<file path="src/rtl/lsu_pkg.sv">
// Shared definitions for the load/store unit.
//   - RV32I funct3 encodings for loads and stores
//   - controller state encoding
//   - access_ok(): legality and alignment check for one request
package lsu_pkg;

  localparam logic [2:0] F3_B  = 3'b000;
  localparam logic [2:0] F3_H  = 3'b001;
  localparam logic [2:0] F3_W  = 3'b010;
  localparam logic [2:0] F3_BU = 3'b100;
  localparam logic [2:0] F3_HU = 3'b101;

  typedef enum logic [1:0] {
    StIdle,
    StIssue,
    StWait,
    StResp
  } lsu_state_t;

  // True when funct3 is legal for the access direction and the byte offset is naturally aligned.
  function automatic logic access_ok(input logic we, input logic [2:0] f3, input logic [1:0] off);
    logic ok;
    case (f3)
      F3_B:    ok = 1'b1;
      F3_H:    ok = ~off[0];
      F3_W:    ok = (off == 2'b00);
      F3_BU:   ok = ~we;
      F3_HU:   ok = ~we & ~off[0];
      default: ok = 1'b0;
    endcase
    return ok;
  endfunction

endpackage

</file>
<file path="src/rtl/load_align_extend.sv">
// Combinational load data alignment.
// Shifts the raw memory word right by the byte offset and sign- or zero-extends it according to
// the load funct3.
//   raw     in   raw memory word
//   offset  in   byte offset within the word (addr[1:0])
//   funct3  in   load funct3
//   result  out  aligned, extended load data (0 for non-load encodings)
module load_align_extend
  import lsu_pkg::*;
#(
  parameter int unsigned CPU_WORD = 32
) (
  input  logic [CPU_WORD-1:0] raw,
  input  logic [1:0]          offset,
  input  logic [2:0]          funct3,
  output logic [CPU_WORD-1:0] result
);

  logic [CPU_WORD-1:0] shifted;

  assign shifted = raw >> {offset, 3'b000};

  always_comb begin
    result = '0;
    case (funct3)
      F3_B:    result = {{(CPU_WORD-8){shifted[7]}}, shifted[7:0]};
      F3_H:    result = {{(CPU_WORD-16){shifted[15]}}, shifted[15:0]};
      F3_W:    result = shifted;
      F3_BU:   result = {{(CPU_WORD-8){1'b0}}, shifted[7:0]};
      F3_HU:   result = {{(CPU_WORD-16){1'b0}}, shifted[15:0]};
      default: result = '0;
    endcase
  end

endmodule

</file>
<file path="src/rtl/load_store_unit.sv">
// Load/store controller between the pipeline memory stage and the data memory port.
// Accepts one request at a time, rejects misaligned/illegal requests without touching memory,
// issues one word-aligned transaction with byte enables and returns extended load data.
//   clk, rst_n                  clock, asynchronous active-low reset
//   req_valid/req_ready         request handshake (ready only while idle)
//   req_we/funct3/addr/wdata    request fields, latched on acceptance
//   resp_valid/rdata/err        one-cycle completion pulse with data and error flag
//   mem_req/we/addr/be/wdata    memory request, held until mem_gnt
//   mem_gnt                     memory accepted the request
//   mem_rvalid/mem_rdata        load data return
module load_store_unit
  import lsu_pkg::*;
#(
  parameter int unsigned CPU_WORD   = 32,
  parameter int unsigned ADDR_WIDTH = 32
) (
  input  logic                  clk,
  input  logic                  rst_n,
  input  logic                  req_valid,
  output logic                  req_ready,
  input  logic                  req_we,
  input  logic [2:0]            req_funct3,
  input  logic [ADDR_WIDTH-1:0] req_addr,
  input  logic [CPU_WORD-1:0]   req_wdata,
  output logic                  resp_valid,
  output logic [CPU_WORD-1:0]   resp_rdata,
  output logic                  resp_err,
  output logic                  mem_req,
  output logic                  mem_we,
  output logic [ADDR_WIDTH-1:0] mem_addr,
  output logic [3:0]            mem_be,
  output logic [CPU_WORD-1:0]   mem_wdata,
  input  logic                  mem_gnt,
  input  logic                  mem_rvalid,
  input  logic [CPU_WORD-1:0]   mem_rdata
);

  lsu_state_t state_q, state_d;

  logic                  we_q;
  logic [2:0]            funct3_q;
  logic [1:0]            off_q;
  logic                  mem_we_q;
  logic [ADDR_WIDTH-1:0] mem_addr_q;
  logic [3:0]            mem_be_q;
  logic [CPU_WORD-1:0]   mem_wdata_q;
  logic [CPU_WORD-1:0]   resp_rdata_q;
  logic                  resp_err_q;

  logic                  accept;
  logic                  legal;
  logic [3:0]            be_gen;
  logic [CPU_WORD-1:0]   wdata_gen;
  logic [CPU_WORD-1:0]   load_data;

  assign accept = (state_q == StIdle) && req_valid;
  assign legal  = access_ok(req_we, req_funct3, req_addr[1:0]);

  // Byte enables and lane-replicated store data, computed from the request and registered on
  // acceptance so the memory port never sees a combinational path from req_*.
  always_comb begin
    be_gen    = 4'b1111;
    wdata_gen = req_wdata;
    if (req_we) begin
      case (req_funct3[1:0])
        2'b00: begin
          be_gen    = 4'b0001 << req_addr[1:0];
          wdata_gen = {4{req_wdata[7:0]}};
        end
        2'b01: begin
          be_gen    = 4'b0011 << req_addr[1:0];
          wdata_gen = {2{req_wdata[15:0]}};
        end
        default: begin
          be_gen    = 4'b1111;
          wdata_gen = req_wdata;
        end
      endcase
    end
  end

  load_align_extend #(
    .CPU_WORD (CPU_WORD)
  ) u_load_align_extend (
    .raw    (mem_rdata),
    .offset (off_q),
    .funct3 (funct3_q),
    .result (load_data)
  );

  always_comb begin
    state_d = state_q;
    unique case (state_q)
      StIdle: begin
        if (req_valid) begin
          state_d = legal ? StIssue : StResp;
        end
      end
      StIssue: begin
        if (mem_gnt) begin
          state_d = we_q ? StResp : StWait;
        end
      end
      StWait: begin
        if (mem_rvalid) begin
          state_d = StResp;
        end
      end
      StResp:  state_d = StIdle;
      default: state_d = StIdle;
    endcase
  end

  always_ff @(posedge clk or negedge rst_n) begin
    if (!rst_n) begin
      state_q      <= StIdle;
      we_q         <= 1'b0;
      funct3_q     <= 3'b000;
      off_q        <= 2'b00;
      mem_we_q     <= 1'b0;
      mem_addr_q   <= '0;
      mem_be_q     <= 4'b0000;
      mem_wdata_q  <= '0;
      resp_rdata_q <= '0;
      resp_err_q   <= 1'b0;
    end else begin
      state_q <= state_d;
      if (accept) begin
        we_q         <= req_we;
        funct3_q     <= req_funct3;
        off_q        <= req_addr[1:0];
        resp_rdata_q <= '0;
        resp_err_q   <= ~legal;
        // Rejected requests never reach memory, so leave the port registers untouched.
        if (legal) begin
          mem_we_q    <= req_we;
          mem_addr_q  <= {req_addr[ADDR_WIDTH-1:2], 2'b00};
          mem_be_q    <= be_gen;
          mem_wdata_q <= wdata_gen;
        end
      end
      if ((state_q == StWait) && mem_rvalid) begin
        resp_rdata_q <= load_data;
      end
      // Response fields are only meaningful alongside resp_valid; clear them afterwards.
      if (state_q == StResp) begin
        resp_rdata_q <= '0;
        resp_err_q   <= 1'b0;
      end
    end
  end

  assign req_ready  = (state_q == StIdle);
  assign resp_valid = (state_q == StResp);
  assign resp_rdata = resp_rdata_q;
  assign resp_err   = resp_err_q;
  assign mem_req    = (state_q == StIssue);
  assign mem_we     = mem_we_q;
  assign mem_addr   = mem_addr_q;
  assign mem_be     = mem_be_q;
  assign mem_wdata  = mem_wdata_q;

endmodule

</file>
<file path="config.mk">
export PLATFORM = sky130hd
export DESIGN_NAME = load_store_unit
export DESIGN_NICKNAME = d
export VERILOG_FILES = /design/src/rtl/lsu_pkg.sv /design/src/rtl/load_align_extend.sv /design/src/rtl/load_store_unit.sv
export SDC_FILE = /design/constraint.sdc
export NUM_CORES = 1
export LEC_CHECK = 0
export BUFFER_PORTS_ARGS = -buffer_cell sky130_fd_sc_hd__buf_2
export CORE_MARGIN = 10
export CORE_UTILIZATION = 49
export CTS_CLUSTER_SIZE = 25
export DETAILED_ROUTE_END_ITERATION = 10
export HOLD_SLACK_MARGIN = 0.03
export PLACE_DENSITY = 0.9
export SLEW_MARGIN = 20
export SYNTH_ARGS = -nofsm -noshare
export SYNTH_HDL_FRONTEND = slang
export SYNTH_SLANG_ARGS = --single-unit
</file>
<file path="constraint.sdc">
create_clock -name clk -period 2 [get_ports clk]
set_input_delay 0.3 -clock clk [delete_from_list [all_inputs] [get_ports clk]]
set_output_delay 0.3 -clock clk [all_outputs]
set_load 0.05 [all_outputs]
</file>
* Yosys cells after proc, flatten, opt, wreduce, memory -nomap -nowiden *
Cells that the tools add are included.

operators by class
  equal/unequal tests = 15
  shifts and indexed selects = 3
  multiplexer cells = 17
  bitwise gates (word level) = 4
  reduce and logical (&&, ||, !) cells = 11

operators by type and width
  cell                 number
  $pmux 32 s5          1
  $mux 32              4
  $pmux 32 s2          1
  $shr 32x5->32        1
  $eq 3x3->1 const B   4
  $mux 2               4
  $pmux 2 s4           1
  $pmux 4 s2           1
  $eq 3x1->1 const B   2
  $eq 3x2->1 const B   2
  $logic_not 2->1      3
  $logic_not 3->1      2
  $pmux 1 s5           1
  $eq 2x1->1 const B   2
  $eq 2x2->1 const B   2
  $mux 4               1
  $ne 2x2->1 const B   2
  $shl 1x2->4 const A  1
  $shl 2x2->4 const A  1
  $mux 1               3
  $not 1->1            3
  $reduce_and 3->1     1
  $reduce_bool 3->1    1
  $logic_and 1x1->1    2
  4 further kinds      4

word-level totals
  flip-flop bits (word level) = 108
  input bits = 105
  output and inout port bits = 105

* Depth between registers and ports, before layout *
Gate-level depths: netlist (run 1).

  word-level depth = 6
  mapped depth = 8

* Modules after synthesis *
Synthesis (run 1) repeated with hierarchy kept, for this count alone.

second synthesis, totals
  cell total of the unflattened synthesis = 413
  area, all modules = 5472.7 um^2

modules (own cells, without submodules)
  module             times used  cells an instance  area an instance (um^2)  seq. area each (um^2)
  load_store_unit    1           304                4669.5                   2702.6
  load_align_extend  1           109                803.3                    0.0

* Worst setup path before layout (run 1) *
Ideal clock, no wire load.

  path type = flip-flop to flip-flop
  start point = register state_q[0]
  end point = register mem_addr_q[10], in the netlist mem_addr[10]
  setup time = 125 ps
  arrival = 1993 ps
  required time = 1875 ps
  setup slack = -119 ps
  cell stages (with the launch flop) = 8
  path buffers = 2
  period minus slack after synthesis = 2119 ps
  path through = dfrtp_1 > inv_1 > ha_1 > nand2_1 > o21bai_2 > buf_6 > buf_6 > mux2_4

on the way
  cells in the longest elaborated chain, start to end = 3

RTL lines
  what                               line                    RTL
  start, declared                    load_store_unit.sv:38   lsu_state_t state_q, state_d;
  start signal, assigned             load_store_unit.sv:116  state_q <= StIdle;
  start signal, assigned             load_store_unit.sv:127  state_q <= state_d;
  $logic_not 2->1                    -
  via req_ready                      load_store_unit.sv:20   output logic req_ready,
  $logic_and 1x1->1                  load_store_unit.sv:56   assign accept = (state_q == StIdle) && req_valid;
  $reduce_and 2->1 (no source line)  -
  end signal, assigned               load_store_unit.sv:137  mem_addr_q <= {req_addr[ADDR_WIDTH-1:2], 2'b00};
  end, declared                      load_store_unit.sv:44   logic [ADDR_WIDTH-1:0] mem_addr_q;

The timed path passes the listed nets, and every way through them passes these cells.
A chain may end at the register's enable or synchronous reset.

* Worst setup path in the final report (run 1) *
  start point = register state_q[0]
  end point = register resp_rdata_q[20], in the netlist resp_rdata[20]

on the way
  cells in the longest elaborated chain, start to end = 4
  elaborated cells on any way between the ends = 8
  classes of those cells = 2 x eq/ne; 2 x mux; 4 x reduce/logical

RTL lines
  what                  line                    RTL
  $eq 2x2->1            load_store_unit.sv:142  if ((state_q == StWait) && mem_rvalid) begin
  $logic_and 1x1->1     load_store_unit.sv:142
  $mux 32               load_store_unit.sv:142
  $mux 32               load_store_unit.sv:146  if (state_q == StResp) begin
  end signal, assigned  load_store_unit.sv:143  resp_rdata_q <= load_data;
  end, declared         load_store_unit.sv:47   logic [CPU_WORD-1:0] resp_rdata_q;

Parallel ways exist; a longest one is shown, timed or not.

==> results of run 1 <==
[synthesized netlist by cell type, drive strengths merged (2+ instances only)]
| master | number | area [sq um] |
|---|---|---|
| dfrtp | 108 | 2700 |
| buf | 19 | 153 |
| and2 | 6 | 37.5 |
| inv | 8 | 30.0 |
| ha | 4 | 50.1 |
| a22oi | 3 | 22.5 |
| nor3 | 2 | 15.0 |
| a221o | 16 | 180 |
| a211oi | 2 | 20.0 |
| nand3 | 6 | 30.0 |
| a22o | 8 | 70.1 |
| a221oi | 3 | 32.5 |
| mux2 | 53 | 694 |
| mux2i | 42 | 420 |
| a21oi | 14 | 70.1 |
| nor2 | 23 | 88.8 |
| o21ai | 43 | 215 |
| nand2 | 47 | 176 |
| nor4 | 3 | 48.8 |
| a21o | 2 | 15.0 |
| clkbuf | 10 | 67.6 |
[worst max-delay path by stage]
stage	end	cells past startpoint	start	slack, ps
final	resp_rdata[20]	7	state_q[0]	120
after global routing	resp_rdata[31]	7	state_q[0]	10
after CTS	state_q[0]	5	state_q[0]	40
after detailed placement	state_q[0]	5	state_q[0]	70
after global placement	mem_addr[8]	6	state_q[0]	150
after floorplan	mem_addr[10]	7	state_q[0]	80
[power by group]
part | leakage, nW | switching, mW | internal, mW
logic | 2.17 | 5.09 | 2.12
registers | 1.38 | 0.667 | 3.15
clock network | 0.101 | 0.771 | 0.625
[layout make-up]
| class | instances | area share, % |
|---|---|---|
| inverter | 8 | 0.445 |
| sequential | 108 | 40.1 |
| multi-input combinational | 292 | 34.8 |
| clock inverter | 6 | 1.04 |
| clock buffer | 10 | 2.04 |
| tap | 136 | 2.52 |
| timing repair buffer | 232 | 19.1 |
[kinds of logic after synthesis]
family          Yosys count  share of synthesized area, %
fa+ha+maj                 4                         0.949
buf+inv                  37                          4.74
mux                      96                          21.6
other cells               1                        0.0711
compound gates           96                          12.7
xor+xnor                  1                         0.166
flops                   108                          51.2
simple gates             93                          8.57
[per-layer routing]
metal  share of wire (%)  track usage [%]  routed length, um  vias up
li1                    -                -                  -     1987
met1                  35             22.0               5700     2177
met2                  49             34.1               7960      230
met3                  13             8.91               2050       27
met4                 2.4             8.88                382        0
met5                   0                0                  0        -
[stage by stage]
step | setup WS, ps | util [%]
6_report | 118 | 64.7
5_1_grt | 13.4 | 64.7
4_1_cts | 35.7 | 64.1
3_5_place_dp | 69.3 | 62.0
3_3_place_gp | 153 | 62.0
2_1_floorplan | 79.8 | -
[sequential cells by signal, indices dropped and copies added (netlist names)]
signal      cells
state_q         2
funct3_q        3
resp_rdata     32
we_q            1
resp_err        1
mem_addr       30
mem_we          1
mem_wdata      32
mem_be          4
off_q           2
[timing repair]
action | CTS | global route
hold buffers | 1 | 0
endpoints found under the setup margin | 0 | 47
setup buffers | 0 | 5
resized for setup | 0 | 2
endpoints found under the hold margin | 97 | 0
==> impl_metrics.tcl, run 1 <==
set metrics [dict create \
    cts_sinks 108 \
    numCtsBuffers 9 \
    finalMaxSlewViolations 0 \
    peakVddDrop_v 0.00115 \
    whs_path_depth 2 \
    crit_path_cell_trace "inv_1 > ha_1 > nand3b_4 > or3_1 > a211oi_2 > buf_6 > a221o_2" \
    hold_start "req_addr[30]" \
    die-area_sq_mm 0.0153 \
    synth_seq_cells 108 \
    cp_max_fo 16 \
    place.port_buffers 207 \
    worstHoldPathType "in -> reg" \
    io_pins 210 \
    tns_ps 0 \
    total_power_mw 12.4 \
    first_global_vias 4732 \
    cp-start-kind "flop" \
    final_common_cell "buf_2" \
    slew_headroom_pct 59.8 \
    rr_worst_depth 7 \
    antenna_found_initial 0 \
    setup_viol 0 \
    regArea_sq_mm 0.00270 \
    synthArstFlopShare_pct 100 \
    synth_cell_types 45 \
    clock_latency_ps 370 \
    dpl.hpwl_mm 12.4 \
    cts_tree "done" \
    htreeDepth 3 \
    hold-worst-slack_ps 154 \
    powerDensity_mw_per_mm2 1840 \
    fill_cells 799 \
    fp.dieW_um 124 \
    stdcell_area_sq_mm 0.00674 \
    multi_input_area_sq_mm 0.00234 \
    yosys_warnings 0 \
    grt_setup_unrepaired "no" \
    arrival_ps 2190 \
    cts_root_buf "clkbuf_8" \
    clk_pin_slew_ps 100 \
    crit_family "simple AND/OR/NAND/NOR gates" \
    cpMaxStageDelayCell "dfrtp_1" \
    fmax_mhz 531 \
    cp.required_ps 2310 \
    gp_congestion 0.913 \
    place_inst 769 \
    synth-edff-count 0 \
    dpl-instance-area_sq_mm 0.00646 \
    vias 4421 \
    fin_worst_skew_ps 9.58 \
    leakagePower_nw 3.65 \
    syn_inst 436 \
    final_nets 760 \
    r2r-end "resp_rdata[20]" \
    antenna_cells 0 \
    path_buf_inv 2 \
    period_share_pct 94.1 \
    max-cap-violations 0 \
    layout_common_cells "206 x buf_2, 107 x dfrtp_1, 47 x nand2_1" \
    min_period_ps 1880 \
    instances_no_fill 792 \
    syn_to_final_growth_pct 27.9 \
    r2r_setup_slack_ps 120 \
    synth_flop_cell "dfrtp_1" \
    grt_pass1_wl_mm 24.6 \
    hold_end "mem_addr[30]" \
    coreArea_sq_mm 0.0104 \
    wl_per_cell_um 20.3 \
    routed_wl_mm 16.1 \
    vias_per_cell 5.58 \
    drt_iter0_drc 458 \
    clockBufferDepth 2 \
    outcome "finished, final reports clean" \
    first_pass_iters 4 \
    start_util_pct 50.6 \
    criticalPathCategory "reg -> reg" \
    reg2reg_from "state_q[0]" \
    die_h_um 124 \
    cpPeakStageDelay_ps 420 \
    seq_area_frac_synth_pct 51.2 \
    grt.overflow.total 0 \
    avgSynthCellArea_sq_um 12.1 \
    ant_nets 0 \
    grtUsageTotal_pct 20.4 \
    drc_errors 0 \
    worstMarginPinSlew_ps 603 \
    rows 37 \
    netlist_area_sq_mm 0.00527 \
    drive_gt1_share_pct 50.2 \
    crit_path_end_kind "flop" \
    grt_max_degree 109 \
    hold_viol_final 0 \
]
No activity file was read; power rests on OpenSTA's default activity.
==> inputs of run 2 (changes only) <==
--- a/config.mk
+++ b/config.mk
@@ -7,11 +7,11 @@
 export LEC_CHECK = 0
 export BUFFER_PORTS_ARGS = -buffer_cell sky130_fd_sc_hd__buf_2
 export CORE_MARGIN = 10
-export CORE_UTILIZATION = 49
+export CORE_UTILIZATION = 53
 export CTS_CLUSTER_SIZE = 25
 export DETAILED_ROUTE_END_ITERATION = 10
 export HOLD_SLACK_MARGIN = 0.03
-export PLACE_DENSITY = 0.9
+export PLACE_DENSITY = 0.95
 export SLEW_MARGIN = 20
 export SYNTH_ARGS = -nofsm -noshare
 export SYNTH_HDL_FRONTEND = slang
==> constraint.sdc (replaced) <==
create_clock -name clk -period 2.2 [get_ports clk]
set_input_delay 0.33 -clock clk [delete_from_list [all_inputs] [get_ports clk]]
set_output_delay 0.33 -clock clk [all_outputs]
set_load 0.05 [all_outputs]
==> impl_metrics.tcl, run 2 (synthesis results as in run 1) <==
set metrics [dict create \
    comb_power_share_pct 58.5 \
    worstMarginPinSlew_ps 627 \
    cts-resized-gates 0 \
    switching_share_pct 53.2 \
    slew_headroom_pct 58.0 \
    powerDensity_mw_per_mm2 1670 \
    top_usage_layer "met2" \
    grt.overflow.total 0 \
    layout_common_cells "206 x buf_2, 108 x dfrtp_1, 47 x nand2_1" \
    worstHoldPathType "in -> async" \
    fill_cells 733 \
    total_power_mw 11.0 \
    regArea_sq_mm 0.00270 \
    ant_nets 0 \
    die-area_sq_mm 0.0143 \
    p_clk_share_pct 10.2 \
    final_common_cell "buf_2" \
    hold-worst-slack_ps 10.3 \
    setup_viol 0 \
    gp_congestion 0.862 \
    drive_gt1_share_pct 48.8 \
    tns_ps 0 \
    grtUsageMet3_pct 8.67 \
    met2_usage_pct 35.2 \
    outcome "finished, final reports clean" \
    peakVddDrop_v 0.00130 \
    hold_viol_final 0 \
    crit_path_end_kind "flop" \
    cts_sinks 108 \
    final_nets 748 \
    clk_pin_slew_ps 100 \
    fin_worst_skew_ps 14.4 \
    cts_tree "done" \
    fp.dieW_um 120 \
    fmax_mhz 513 \
    arrival_ps 2200 \
    clockBufferDepth 2 \
    place.port_buffers 207 \
    drt_iter0_drc 283 \
    die_h_um 120 \
    period_share_pct 88.6 \
    antenna_found_initial 0 \
    cp-start-kind "flop" \
    cp_max_fo 36 \
    vias_per_cell 5.50 \
    wl_per_cell_um 19.8 \
    min_period_ps 1950 \
    cts_hold_buf 0 \
    htreeDepth 3 \
    rows 36 \
    grt_pass1_wl_mm 24.5 \
    coreArea_sq_mm 0.00973 \
    place_inst 761 \
    io_pins 210 \
    grtUsageMet1_pct 23.4 \
    finalMaxSlewViolations 0 \
    criticalPathCategory "reg -> reg" \
    first_global_vias 4693 \
    cts_setup_buffers 0 \
    instances_no_fill 777 \
    vias 4272 \
    multi_input_area_sq_mm 0.00234 \
    first_pass_iters 4 \
    antenna_cells 0 \
    cts_root_buf "clkbuf_8" \
    clock_latency_ps 370 \
    drc_errors 0 \
    routed_wl_mm 15.4 \
    grtUsageTotal_pct 20.9 \
    syn_to_final_growth_pct 25.2 \
    leakagePower_nw 3.58 \
    numCtsBuffers 9 \
    max-cap-violations 0 \
    intPower_mw 5.17 \
    switchingPower_mw 5.86 \
    grt_setup_unrepaired "no" \
    cp.required_ps 2450 \
    dpl.hpwl_mm 12.1 \
    grt_max_degree 109 \
    start_util_pct 54.2 \
    p_seq_share_pct 31.4 \
]
## run 2: path summary, 6_finish.rpt
path,cells past startpoint,slack [ps],end,start
worst max-delay path,6,250,mem_addr[5],state_q[0]
max in group asynchronous,2,1740,state_q[1],rst_n
worst min-delay path,2,10,mem_addr[22],rst_n
worst max register to register,6,250,mem_addr[5],state_q[0]
worst min register to register,2,480,mem_wdata[11],mem_wdata[11]
min in group clk,2,180,mem_addr[4],req_addr[4]
## run 2: critical path, stage by stage (launching register included)
cell and delay (ps):
dfrtp_1 410, inv_1 130, ha_1 330, nand2_1 130, o21bai_4 270, buf_12 230
mux2_4 320
## run 2: area by class of cell
cell class                      instances  share of cell area [%]
Tap cell                              133                    2.52
Clock buffer                           11                    2.14
Inverter                                8                   0.455
Clock inverter                          5                   0.569
Timing Repair Buffer                  220                    18.0
Multi-Input combinational cell        292                    35.4
Sequential cell                       108                    40.9
## run 2: stage by stage
stage          utilization [%]  worst slack, ps  area [sq um]
6_report                  67.9              252          6600
5_1_grt                   67.9              151          6600
4_1_cts                   67.9              245          6600
3_5_place_dp              66.0              269          6420
3_3_place_gp              66.0              377          6420
2_1_floorplan                -             81.4          5280
## run 2: metal layers
metal,part of all wire (%),wire (um)
met5,0,0
met4,2.0,314
met3,10,1580
met2,49,7540
met1,39,5960
## run 2: power groups by stage
stage / Combinational, mW / Clock, mW / Sequential [mW]
after floorplan: 2.13 / 0 / 6.23
after global placement: 6.33 / 0 / 3.42
after detailed placement: 6.50 / 0 / 3.48
after CTS: 6.50 / 1.14 / 3.46
after global routing: 6.80 / 1.23 / 3.57
final: 6.45 / 1.12 / 3.46
==> inputs of run 3 (changes only) <==
--- a/config.mk
+++ b/config.mk
@@ -15,4 +15,5 @@
 export SLEW_MARGIN = 20
 export SYNTH_ARGS = -nofsm -noshare
 export SYNTH_HDL_FRONTEND = slang
+export SYNTH_HIERARCHICAL = 1
 export SYNTH_SLANG_ARGS = --single-unit
==> impl_metrics.tcl, run 3 <==
set metrics [dict create \
    outcome "finished, final reports clean" \
    leakagePower_nw 3.61 \
    min_period_ps 1900 \
    cts_root_buf "clkbuf_8" \
    peakVddDrop_v 0.00117 \
    avgSynthCellArea_sq_um 13.3 \
    reg2reg_from "off_q[0]" \
    rr_worst_depth 5 \
    grt.overflow.total 0 \
    whs_path_depth 2 \
    vias_per_cell 5.69 \
    die_h_um 122 \
    wl_per_cell_um 20.9 \
    crit_path_end_kind "flop" \
    cts_sinks 108 \
    synth.most_common_cell "dfrtp_1" \
    worstMarginPinSlew_ps 688 \
    clock_latency_ps 370 \
    powerDensity_mw_per_mm2 1700 \
    yosys_warnings 6 \
    hold_viol_final 0 \
    place_inst 744 \
    cp.required_ps 2460 \
    place.port_buffers 207 \
    postLayoutCoreUtil_pct 67.7 \
    cp_max_fo 9 \
    r2r_setup_slack_ps 300 \
    setup_viol 0 \
    r2r-end "resp_rdata[17]" \
    slew_headroom_pct 54.0 \
    dpl.hpwl_mm 12.4 \
    syn_inst 413 \
    antenna_cells 0 \
    grt_pass1_wl_mm 25.0 \
    ant_nets 0 \
    synth_cell_types 45 \
    final_common_cell "buf_2" \
    fp.dieW_um 122 \
    grt_max_degree 40 \
    htreeDepth 3 \
    fmax_mhz 528 \
    ys_top_cells_by_count "108 x dfrtp_1, 76 x mux2_2, 32 x a22o_1" \
    drt_iter0_drc 317 \
    grtUsageTotal_pct 21.1 \
    instances_no_fill 761 \
    synthDominantCellAreaShare_pct 49.4 \
    hold_end "mem_addr[17]" \
    synth-edff-count 0 \
    die-area_sq_mm 0.0148 \
    clk_pin_slew_ps 110 \
    max-cap-violations 0 \
    arrival_ps 2160 \
    synth_seq_cells 108 \
    rows 37 \
    ys_top_cells_by_area "dfrtp_1 49%, mux2_2 16%, mux2_4 8.2%" \
    hold_start "req_addr[17]" \
    cts-resized-gates 0 \
    antenna_found_initial 0 \
    cts_tree "done" \
    grt_setup_unrepaired "no" \
    finalMaxSlewViolations 0 \
    coreArea_sq_mm 0.0102 \
    routed_wl_mm 15.9 \
    synth_flop_cell "dfrtp_1" \
    drive_gt1_share_pct 57.4 \
    clockBufferDepth 2 \
    first_pass_iters 4 \
    cp-start-kind "flop" \
    synthArstFlopShare_pct 100 \
    criticalPathCategory "reg -> reg" \
    synth_top_cell_by_area "dfrtp_1" \
    final_nets 730 \
    netlist_area_sq_mm 0.00547 \
    period_share_pct 86.1 \
    numCtsBuffers 9 \
    syn_to_final_growth_pct 26.0 \
    drc_errors 0 \
    vias 4327 \
    io_pins 210 \
    worstHoldPathType "in -> reg" \
    gp_congestion 0.884 \
    start_util_pct 53.7 \
    seq_area_frac_synth_pct 49.4 \
    fin_worst_skew_ps 11.0 \
    tns_ps 0 \
    layout_common_cells "206 x buf_2, 108 x dfrtp_1, 76 x mux2_2" \
    first_global_vias 4742 \
]
==> run 3: worst max-delay path by stage <==
stage	from	endpoint	slack [ps]	depth (start not counted)
2_1_floorplan	state_q[0]	mem_addr[10]	140	7
5_1_grt	off_q[0]	resp_rdata[14]	230	6
6_report	off_q[0]	resp_rdata[17]	300	5
3_3_place_gp	req_addr[0]	mem_addr[8]	270	5
4_1_cts	state_q[1]	mem_wdata[13]	340	6
3_5_place_dp	req_addr[0]	mem_addr[3]	230	5
==> run 3: area by class of cell <==
class                           instances  area, sq um
Clock buffer                           11          151
Clock inverter                          5         35.0
Sequential cell                       108         2700
Timing Repair Buffer                  223         1200
Fill cell                             765         3290
Inverter                                2         7.51
Multi-Input combinational cell        276         2630
Tap cell                              136          170
==> run 3: metrics by stage <==
stage	power, mW	hold WS [ps]	setup slack (ps)	instance area [sq um]
after floorplan	8.81	34.4	136	5480
after global placement	10.4	314	274	6700
after detailed placement	10.6	322	231	6700
after CTS	11.8	166	343	6900
after global routing	12.3	171	227	6900
final	11.7	189	305	6900
==> run 3: repair_timing <==
item / in CTS / in global routing
setup buffers: 0 / 0
hold buffers: 1 / 0
endpoints found under the hold margin: 31 / 0
==> run 3: cells by family (layout without fill, tap and decap cells) <==
| group | after synthesis | after routing | share of synthesized area [%] |
|---|---|---|---|
| multiplexers | 126 | 126 | 27.5 |
| AND/OR/NAND/NOR | 50 | 50 | 5.35 |
| other | 1 | 2 | 0.0685 |
| buffers and inverters | 30 | 241 | 3.18 |
| AO/OA/AOI/OAI | 93 | 93 | 13.4 |
| flip-flops | 108 | 108 | 49.4 |
| adder cells (fa/ha/maj) | 5 | 5 | 1.14 |
==> run 3: report_power, final <==
group	internal, mW	total (mW)	switching, mW
Clock	0.477	1.17	0.688
Combinational	2.18	7.06	4.88
Sequential	2.87	3.51	0.645
==> run 3: critical path: stages, from the launching register on <==
cell      delay [ps]
dfrtp_1          520
mux2i_1          410
nand3b_1         200
o211ai_2         210
o21ai_1          200
a22o_1           240
==> run 3: metal layers <==
metal | wire length (um) | vias to the layer above | global-route usage, %
li1 | - | 1938 | -
met1 | 6050 | 2155 | 23.5
met2 | 7920 | 211 | 35.8
met3 | 1630 | 23 | 8.00
met4 | 328 | 0 | 8.49
met5 | 0 | - | 0
